<file path="src/rtl/rgb_led_scheduler_if.sv">
// rtl/rgb_led_scheduler_if.sv - request/duty in, grant/led_en/pwm/frame_start out for the rgb led scheduler
interface rgb_led_scheduler_if #(
    parameter int N_REQ  = 4,
    parameter int DUTY_W = 8
);
    logic [N_REQ-1:0]          req;          // level request per requester
    logic [N_REQ*3*DUTY_W-1:0] duty;         // requester i at [i*3*DUTY_W +: 3*DUTY_W] = {r,g,b}
    logic [N_REQ-1:0]          grant;        // one-hot current owner, 0 when idle
    logic                      led_en;       // 1 while an owner is granted
    logic                      pwm_r;
    logic                      pwm_g;
    logic                      pwm_b;
    logic                      frame_start;  // 1-cycle pulse on the first clk of every frame

    modport master (
        output req, duty,
        input  grant, led_en, pwm_r, pwm_g, pwm_b, frame_start
    );

    modport slave (
        input  req, duty,
        output grant, led_en, pwm_r, pwm_g, pwm_b, frame_start
    );
endinterface

</file>
<file path="src/rtl/rgb_led_scheduler.sv">
// rtl/rgb_led_scheduler.sv - round-robin time-sharing of one RGB LED with frame-aligned PWM
module rgb_led_scheduler #(
    parameter int N_REQ       = 4,
    parameter int DUTY_W      = 8,
    parameter int PRESCALE    = 47,
    parameter int SLOT_FRAMES = 64
) (
    input  logic                 clk,
    input  logic                 rst,
    rgb_led_scheduler_if.slave   bus
);
    localparam int PS_W  = (PRESCALE > 0) ? $clog2(PRESCALE + 1) : 1;
    localparam int SC_W  = (SLOT_FRAMES > 1) ? $clog2(SLOT_FRAMES) : 1;
    localparam int IDX_W = $clog2(N_REQ);

    localparam logic [PS_W-1:0] PS_LAST   = PS_W'(PRESCALE);
    localparam logic [SC_W-1:0] SLOT_LAST = SC_W'(SLOT_FRAMES - 1);

    typedef enum logic {IDLE, OWN} state_t;

    state_t             state;
    logic [PS_W-1:0]    prescaler;
    logic [DUTY_W-1:0]  phase;
    logic [SC_W-1:0]    slot_cnt;
    logic [IDX_W-1:0]   owner;
    logic [IDX_W-1:0]   last_owner;
    logic [DUTY_W-1:0]  duty_r;
    logic [DUTY_W-1:0]  duty_g;
    logic [DUTY_W-1:0]  duty_b;

    logic               tick;
    logic               fb;
    logic               req_owner;
    logic               others_pending;
    logic               pick_valid;
    logic [IDX_W-1:0]   pick;
    logic [IDX_W-1:0]   cand;
    logic               rearb;
    logic               take_pick;
    logic               go_idle;
    logic [IDX_W-1:0]   sel_idx;
    logic [3*DUTY_W-1:0] duty_sel;

    assign tick           = (prescaler == PS_LAST);
    assign fb             = tick && (&phase);
    assign req_owner      = bus.req[owner];
    // In OWN the grant register is exactly onehot(owner), so this masks the owner out.
    assign others_pending = |(bus.req & ~bus.grant);

    // First requester after last_owner, wrapping modulo N_REQ. Walking the ring
    // backwards lets the nearest candidate overwrite the farther ones. In OWN,
    // last_owner equals owner, so the same search serves the slot rotation.
    always_comb begin
        pick_valid = 1'b0;
        pick       = '0;
        cand       = '0;
        for (int k = N_REQ; k >= 1; k--) begin
            cand = IDX_W'((int'(last_owner) + k) % N_REQ);
            if (bus.req[cand]) begin
                pick_valid = 1'b1;
                pick       = cand;
            end
        end
    end

    // Owner drop (or idle) takes priority over slot expiry.
    assign rearb     = (state == IDLE) || !req_owner;
    assign take_pick = fb && (rearb ? pick_valid : ((slot_cnt == SLOT_LAST) && others_pending));
    assign go_idle   = fb && rearb && !pick_valid;
    assign sel_idx   = take_pick ? pick : owner;
    assign duty_sel  = bus.duty[int'(sel_idx) * 3 * DUTY_W +: 3 * DUTY_W];

    always_ff @(posedge clk) begin
        if (rst) begin
            state           <= IDLE;
            prescaler       <= '0;
            phase           <= '0;
            slot_cnt        <= '0;
            owner           <= '0;
            last_owner      <= IDX_W'(N_REQ - 1);
            duty_r          <= '0;
            duty_g          <= '0;
            duty_b          <= '0;
            bus.grant       <= '0;
            bus.led_en      <= 1'b0;
            bus.pwm_r       <= 1'b0;
            bus.pwm_g       <= 1'b0;
            bus.pwm_b       <= 1'b0;
            bus.frame_start <= 1'b0;
        end else begin
            prescaler       <= tick ? '0 : prescaler + PS_W'(1);
            if (tick) begin
                phase <= phase + DUTY_W'(1);
            end
            bus.frame_start <= fb;

            // Live req[owner] here blanks the LED one clk after the owner lets go,
            // while grant holds until the frame boundary.
            bus.pwm_r <= (state == OWN) && req_owner && (phase < duty_r);
            bus.pwm_g <= (state == OWN) && req_owner && (phase < duty_g);
            bus.pwm_b <= (state == OWN) && req_owner && (phase < duty_b);

            if (go_idle) begin
                state      <= IDLE;
                bus.grant  <= '0;
                bus.led_en <= 1'b0;
            end else if (fb) begin
                if (take_pick) begin
                    owner      <= pick;
                    last_owner <= pick;
                    slot_cnt   <= '0;
                    bus.grant  <= N_REQ'(1) << pick;
                end else if (slot_cnt != SLOT_LAST) begin
                    slot_cnt <= slot_cnt + SC_W'(1);
                end
                state      <= OWN;
                bus.led_en <= 1'b1;
                duty_r     <= duty_sel[3*DUTY_W-1:2*DUTY_W];
                duty_g     <= duty_sel[2*DUTY_W-1:DUTY_W];
                duty_b     <= duty_sel[DUTY_W-1:0];
            end
        end
    end
endmodule
</file>
<file path="src/flat_wrapper.sv">
// flat-port wrapper written by rule: the top's interface ports become plain ports
module rgb_led_scheduler_flat 
#(
    parameter int N_REQ       = 4,
    parameter int DUTY_W      = 8,
    parameter int PRESCALE    = 47,
    parameter int SLOT_FRAMES = 64
)
  (clk, rst, bus_req, bus_duty, bus_grant, bus_led_en, bus_pwm_r, bus_pwm_g, bus_pwm_b, bus_frame_start);
  rgb_led_scheduler_if #(.N_REQ(N_REQ), .DUTY_W(DUTY_W)) bus_i ();
  input  logic clk;
  input  logic rst;
  input wire logic [$bits(bus_i.req)-1:0] bus_req;
  input wire logic [$bits(bus_i.duty)-1:0] bus_duty;
  output wire logic [$bits(bus_i.grant)-1:0] bus_grant;
  output wire logic [$bits(bus_i.led_en)-1:0] bus_led_en;
  output wire logic [$bits(bus_i.pwm_r)-1:0] bus_pwm_r;
  output wire logic [$bits(bus_i.pwm_g)-1:0] bus_pwm_g;
  output wire logic [$bits(bus_i.pwm_b)-1:0] bus_pwm_b;
  output wire logic [$bits(bus_i.frame_start)-1:0] bus_frame_start;
  assign bus_i.req = bus_req;
  assign bus_i.duty = bus_duty;
  assign bus_grant = bus_i.grant;
  assign bus_led_en = bus_i.led_en;
  assign bus_pwm_r = bus_i.pwm_r;
  assign bus_pwm_g = bus_i.pwm_g;
  assign bus_pwm_b = bus_i.pwm_b;
  assign bus_frame_start = bus_i.frame_start;
  rgb_led_scheduler #(.N_REQ(N_REQ), .DUTY_W(DUTY_W), .PRESCALE(PRESCALE), .SLOT_FRAMES(SLOT_FRAMES)) u_core (.clk(clk), .rst(rst), .bus(bus_i));
endmodule
</file>
<file path="config.mk">
export PLATFORM = sky130hd
export DESIGN_NAME = rgb_led_scheduler_flat
export DESIGN_NICKNAME = d
export VERILOG_FILES = /design/src/rtl/rgb_led_scheduler_if.sv /design/src/rtl/rgb_led_scheduler.sv /design/src/flat_wrapper.sv
export SDC_FILE = /design/constraint.sdc
export NUM_CORES = 1
export LEC_CHECK = 0
export BUFFER_PORTS_ARGS = -buffer_cell sky130_fd_sc_hd__buf_4
export CAP_MARGIN = 20
export CORE_ASPECT_RATIO = 1.5
export CORE_UTILIZATION = 46
export CTS_CLUSTER_SIZE = 10
export DETAILED_ROUTE_END_ITERATION = 16
export PLACE_DENSITY = 0.77
export SLEW_MARGIN = 20
export SYNTH_ARGS = -nofsm -noshare
export SYNTH_HDL_FRONTEND = slang
export SYNTH_SLANG_ARGS = --single-unit
</file>
<file path="constraint.sdc">
create_clock -name clk -period 2.55 [get_ports clk]
set_input_delay 0.1275 -clock clk [delete_from_list [all_inputs] [get_ports clk]]
set_output_delay 0.1275 -clock clk [all_outputs]
set_load 0.1 [all_outputs]
</file>
* Yosys cells after proc, flatten, opt, wreduce, memory -nomap -nowiden
Cells that the tools add are included.
** Word-level totals
- Register bits :: 57
** Operators by class
- Bitwise logic cells :: 4
- Shifts and indexed selects :: 2
- $lt $le $gt $ge :: 8
- Add/subtract/negate cells :: 7
- $mul :: 1
- Equality and inequality tests :: 3
- Muxes and demuxes :: 22
- Reduce and logical (&&, ||, !) cells :: 21
** Operators by type and width (number)
- variable part select 96 x 32 -> 24 bit :: 1
- < comparator 8 bit :: 3
- < comparator 2 x 3 -> 1 bit, second input constant :: 5
- adder 6 x 1 -> 6 bit, second input constant :: 2
- == test 6 bit, second input constant :: 2
- 2-to-1 mux 6 bit :: 2
- binary-select mux 1 bit (select 2 bit) :: 5
- 2-to-1 mux 1 bit :: 10
- 2-to-1 mux 2 bit :: 5
- logical AND 1 bit :: 9
- adder 8 x 1 -> 8 bit, second input constant :: 1
- AND reduction 8 bit :: 1
- inequality test 6 bit, second input constant :: 1
- AND reduction 3 bit :: 2
- adder 2 x 1 -> 2 bit, second input constant :: 2
- adder 2 bit, second input constant :: 2
- bitwise AND 4 bit :: 1
- multiplier 2 x 2 -> 4 bit, second input constant :: 1
- inverter 4 bit :: 1
- AND reduction 2 bit :: 2
- OR reduction 2 bit :: 2
- OR reduction 4 bit :: 1
- left shift 1 x 2 -> 4 bit, first input constant :: 1
- logical NOT 1 bit :: 2
- 3 further kinds :: 4

* Longest topological paths before layout
- Depth after elaboration :: 12
- Gate-level depth with buffers :: 11

* Least setup slack after synthesis
OpenSTA, ideal clock, no wires.
- Path kind :: register to register
- Start point :: reg u_core.bus.grant[0]
- End point :: reg u_core.duty_b[1]
- Cell stages (with the launch flop) :: 11
- Setup slack :: -315 ps
- Data arrival time :: 2727 ps
- Clock period less this slack :: 2865 ps
- Buffers on the path :: 3
- Required time :: 2412 ps
- Cells stage by stage :: dfxtp_1 nor2b_1 a2111oi_0 o21bai_1 and2_1 buf_6 mux2_4 buf_6 buf_8 mux2i_1 o221ai_1
** On the way
- Word-level cells in the longest chain between the ends :: 9
** Ends and longest elaborated chain
- from (decl) :: RTL line rgb_led_scheduler_if.sv:22 : output grant, led_en, pwm_r, pwm_g, pwm_b, frame_start
- from (signal assigned) :: RTL line rgb_led_scheduler.sv:112 : bus.grant <= N_REQ'(1) << pick;
- inverter 4 bit :: RTL line rgb_led_scheduler.sv:48 : assign others_pending = |(bus.req & ~bus.grant);
- bitwise AND 4 bit :: RTL line rgb_led_scheduler.sv:48
- OR reduction 4 bit :: RTL line rgb_led_scheduler.sv:48
- logical AND 1 bit :: RTL line rgb_led_scheduler.sv:68 : assign take_pick = fb && (rearb ? pick_valid : ((slot_cnt == SLOT_LAST) && others_pending));
- 2-to-1 mux 1 bit :: RTL line rgb_led_scheduler.sv:68
- logical AND 1 bit :: RTL line rgb_led_scheduler.sv:68
- 2-to-1 mux 2 bit :: RTL line rgb_led_scheduler.sv:70 : assign sel_idx = take_pick ? pick : owner;
- multiplier 2 x 2 -> 4 bit :: RTL line rgb_led_scheduler.sv:71 : assign duty_sel = bus.duty[int'(sel_idx) * 3 * DUTY_W +: 3 * DUTY_W];
- variable part select 96 x 32 -> 24 bit :: RTL line rgb_led_scheduler.sv:71
- to (signal assigned) :: RTL line rgb_led_scheduler.sv:120 : duty_b <= duty_sel[DUTY_W-1:0];
- to (decl) :: RTL line rgb_led_scheduler.sv:29 : logic [DUTY_W-1:0] duty_b;
Every way passes these cells.
A chain may end at the register's enable or synchronous reset.

* Worst setup path in the final report
- Start point :: reg u_core.prescaler[0]
- End point :: reg u_core.duty_r[5]
** On the way
- Word-level cells in the longest chain between the ends :: 6
- Elaborated cells on any way between the ends :: 10
- Classes of those cells :: mul (1); eq/ne (1); shift (1); mux (1); bitwise (1); reduce/logical (5)
** Ends and longest elaborated chain
- from (decl) :: RTL line rgb_led_scheduler.sv:22 : logic [PS_W-1:0] prescaler;
- from (signal assigned) :: RTL line rgb_led_scheduler.sv:91 : prescaler <= tick ? '0 : prescaler + PS_W'(1);
- == test 6 bit (*) :: RTL line rgb_led_scheduler.sv:44 : assign tick = (prescaler == PS_LAST);
- logical AND 1 bit (*) :: RTL line rgb_led_scheduler.sv:45 : assign fb = tick && (&phase);
- logical AND 1 bit, on equally long branches :: RTL line rgb_led_scheduler.sv:68, rgb_led_scheduler.sv:69
- 2-to-1 mux 2 bit or logical AND 1 bit (tied branches) :: RTL line rgb_led_scheduler.sv:70, rgb_led_scheduler.sv:69
- multiplier 2 x 2 -> 4 bit or inverter 1 bit (tied branches)
- variable part select 96 x 32 -> 24 bit or AND reduction 2 bit (tied branches)
- to (signal assigned) :: RTL line rgb_led_scheduler.sv:118 : duty_r <= duty_sel[3*DUTY_W-1:2*DUTY_W];
- to (decl) :: RTL line rgb_led_scheduler.sv:27 : logic [DUTY_W-1:0] duty_r;
Mark *: on every way between the ends. The rest lies on a longest branch, timed or not.

==> run summary <==
The flow ran to the end, and the final reports show no timing, DRC or antenna violations. During synthesis, Yosys emitted a total of 0 warnings. The number of global-route vias before repair was 3199.

The number of CTS-inserted buffers came out at 9. The global-route wire length before repair is 13.4 mm. STA classifies the critical path startpoint as a register. The placeable core region is 6940 um2.

The clock drives 57 sinks. The final critical delay including setup and external delays came out at 2.40 ns. The number of hold-repair buffers added at the cts stage came out at 0. The post-layout net count is 615.

The violation count after the first detailed-routing iteration is between 100 and 150. The endpoint required time on the critical path is approximately 2.8 ns. Once detailed placement completed, the half-perimeter wirelength came to 6.04 mm. Wires add up to approximately 8.2 mm. The leakage power summed over all cells is 1.79 nW. The power per unit of standard cell area is between 400 and 500 nW/um2. The final RePlAce weighted congestion is 0.858. The per-cell via count in the routed design is 5.46. The number of rows in the core area came out at 37. In this run the critical register-to-register path is launched from u_core.prescaler[0]$_SDFF_PP0_.

The critical path data arrival time is about 2.6 ns. The initial standard-cell utilization of the core is 0.481. The total setup violations reported at the end of the flow is 0.

The H-tree depth reported by CTS came out at 3. The count of input and output buffers came out at 110. Of all nets on the critical path, the largest fanout is 25. Synthesis produced a netlist whose cell count is roughly 370. Setup slack on the worst reg-to-reg path comes out at 0.15 ns. The floorplan step defined a die boundary enclosing approximately 7600 um2. In this run the most critical hold path is launched from bus_duty[2].

In this run the cell area measured after placement is 4300 um2. Counting every net in the synthesized netlist gives 495. The remaining max-slew budget at the tightest pin came out at 0.537. The aggregate global routing overflow came out at 0. The fraction of layout instances using a drive strength above 1 came out at 0.324.

A synthesized cell averages 9.06 um2. The antenna cell count came out at 0. In the finished design, the share of the clock period the worst path needs comes to 0.940. The total global routing track utilization is 0.223.

The pin count of the biggest net entering global routing came out at 50. The overall power came out at around 1.8 mW. At the later pin of the worst-skew pair, clock insertion delay measures 0.34 ns. The clock tree from TritonCTS is done. The worst-case setup margin in the final layout came out at around 0.15 ns. After synthesis, the cell types taking the most area are dfxtp_1 (34%), mux2i_1 (15%), ha_1 (9.0%). The number of enable-type register cells in the synthesized netlist is 0. The synthesized netlist occupies a cell area of around 3300 um2. The kind of end point of the critical path is a register. The initial antenna violation count is 0. After detailed routing, the number of remaining DRC violations is 0.

The synthesized design spends more area on one cell type than any other, namely dfxtp_1. Setup repair after global routing left no endpoint under its margin. The critical path in this run is classified as reg2reg. The setup slack at placement is 0.105 ns. The count of max-cap constraint violations is 0.

The area growth from synthesis to layout is 35.3%. In this run the horizontal extent of the chip is 71.6 um. The total count of max-transition violations in the final report is 0. The maximum frequency from static timing analysis is 417 MHz. Of the post-synthesis cell area, the dominant cell type holds 0.341. The async set or reset register ratio after synthesis is 0. The clock-pin slew on the worst setup and hold paths is 0.07 ns. The tree is rooted in a clkbuf_8. The number of buffers on the longest clock path came out at 2. The worst hold path belongs to the class in2reg. The final design area excluding fillers is 4520 um2. The worst vdd rail ir drop came out at 0.000277 V. The number of optimization iterations in the first detailed-route pass is 4. The detailed-route via count is between 3000 and 4000.

In the final routed layout, each cell accounts on average for 14.3 um. The count of state elements after synthesis is 57. Counting distinct cell types in the post-synthesis netlist gives 40. For the pin with the worst max-slew slack, the measured transition is 0.683 ns. The leading register cell type out of synthesis is dfxtp_1.

The number of hold-slack violations in the final timing report is 0. The most critical setup path has its startpoint at u_core.prescaler[0]$_SDFF_PP0_. Of the synthesized area, sequential elements account for 0.341.

The worst setup skew after layout is between 0.005 and 0.006 ns. The final antenna-violating net count came out at 0. For this design the top-level I/O count stands at 111.

The height of the die is 106 um. For the final routed database, the setup TNS stands at 0 ns.
cell type report:
| cell class | instances | area, um2 |
|---|---|---|
| sequential | 57 | 1150 |
| inverter | 23 | 86.3 |
| multi-input combinational | 272 | 2030 |
| clock buffer | 9 | 124 |
| clock inverter | 7 | 47.5 |
| fill | 596 | 2420 |
| timing repair buffer | 126 | 983 |
| tap | 78 | 97.6 |
cell families after synthesis:
group,synth area share
simple gates,0.180
compound gates,0.138
flops,0.341
mux,0.158
buf+inv,0.0561
fa+ha+maj,0.0898
xor+xnor,0.0367
final timing paths:
path | endpoint | cells after the start
worst max-delay path | u_core.duty_r[5]$_SDFFE_PP0P_ | 9
worst min-delay path | u_core.duty_b[2]$_SDFFE_PP0P_ | 3
worst max register to register | u_core.duty_r[5]$_SDFFE_PP0P_ | 9
worst min register to register | u_core.prescaler[0]$_SDFF_PP0_ | 1
synthesized netlist by cell type, types with 2 or more instances:
library cell and instances:
and3_1 4, buf_6 2, a21o_1 9, o21ai_0 6
a21oi_1 13, nor3_1 16, nor2b_1 10, dfxtp_1 57
a211o_1 3, nand4_1 4, xnor2_1 5, o21bai_1 3
nor2_1 19, xor2_1 9, mux2i_1 49, buf_4 3
nand2_1 39, clkbuf_1 11, ha_1 24, nand3_1 6
o221ai_1 24, nor4_1 7, inv_1 23, nand2b_1 7
through the flow:
step	util	hold slack, ns	instances
after CTS	0.644	0.0873	571
after global placement	0.619	0.425	555
after detailed placement	0.619	0.446	555
after global routing	0.652	0.0924	572
final	0.652	0.0946	572
after floorplan	-	0.327	369
cell usage in the layout, fill, tap and decap left out, types with 2 or more instances in the layout:
cell type	Yosys	layout
mux2i_1	49	47
inv_1	23	23
o21ai_0	6	6
dfxtp_2	0	5
nand4_1	4	4
nor3_1	16	16
o21bai_1	3	3
a21oi_1	13	13
clkinv_2	0	2
ha_1	24	23
mux2i_2	0	2
nand2_1	39	39
nor4_1	7	7
and3_1	4	4
a21o_1	9	9
nand3_1	6	5
nor2_1	19	18
dfxtp_1	57	51
nand2b_1	7	7
a211o_1	3	3
xnor2_1	5	5
o221ai_1	24	24
xor2_1	9	9
clkbuf_8	0	9
buf_4	3	124
clkinvlp_4	0	5
nor2b_1	10	10
routing by layer:
metal / global-route usage / share of wire / up-vias
li1: - / - / 1575
met1: 0.224 / 0.38 / 1442
met2: 0.418 / 0.55 / 87
met3: 0.0398 / 0.038 / 20
met4: 0.130 / 0.028 / 0
met5: 0 / 0 / -
power by group:
| part | switching, mW | internal, mW | total, mW |
|---|---|---|---|
| registers | 0.00322 | 0.893 | 0.896 |
| clock network | 0.379 | 0.347 | 0.726 |
| logic | 0.0640 | 0.125 | 0.189 |
sequential cells by signal, summed over array words and instances, names as in the netlist:
signal,count
u_core.bus.frame_start,1
u_core.bus.grant,4
u_core.phase,8
u_core.bus.pwm_g,1
u_core.duty_b,8
u_core.bus.pwm_r,1
u_core.slot_cnt,6
u_core.bus.pwm_b,1
u_core.prescaler,6
u_core.duty_g,8
u_core.last_owner,2
u_core.state,1
u_core.owner,2
u_core.duty_r,8
what timing repair did:
action	4_1_cts	5_1_grt
setup endpoints to repair	0	24
hold endpoints to repair	0	0
gates resized for setup	0	7
buffers inserted	0	0
worst max-delay path, cell delays in order (launching register included):
cell      delay, ns
dfxtp_2        0.34
ha_2           0.21
nand3_2        0.11
or3_4          0.37
nor3_4         0.20
and2_4         0.17
mux2_4         0.34
buf_16         0.19
mux2i_1        0.19
o221ai_1       0.14
No activity file was read; power rests on OpenSTA's default activity.
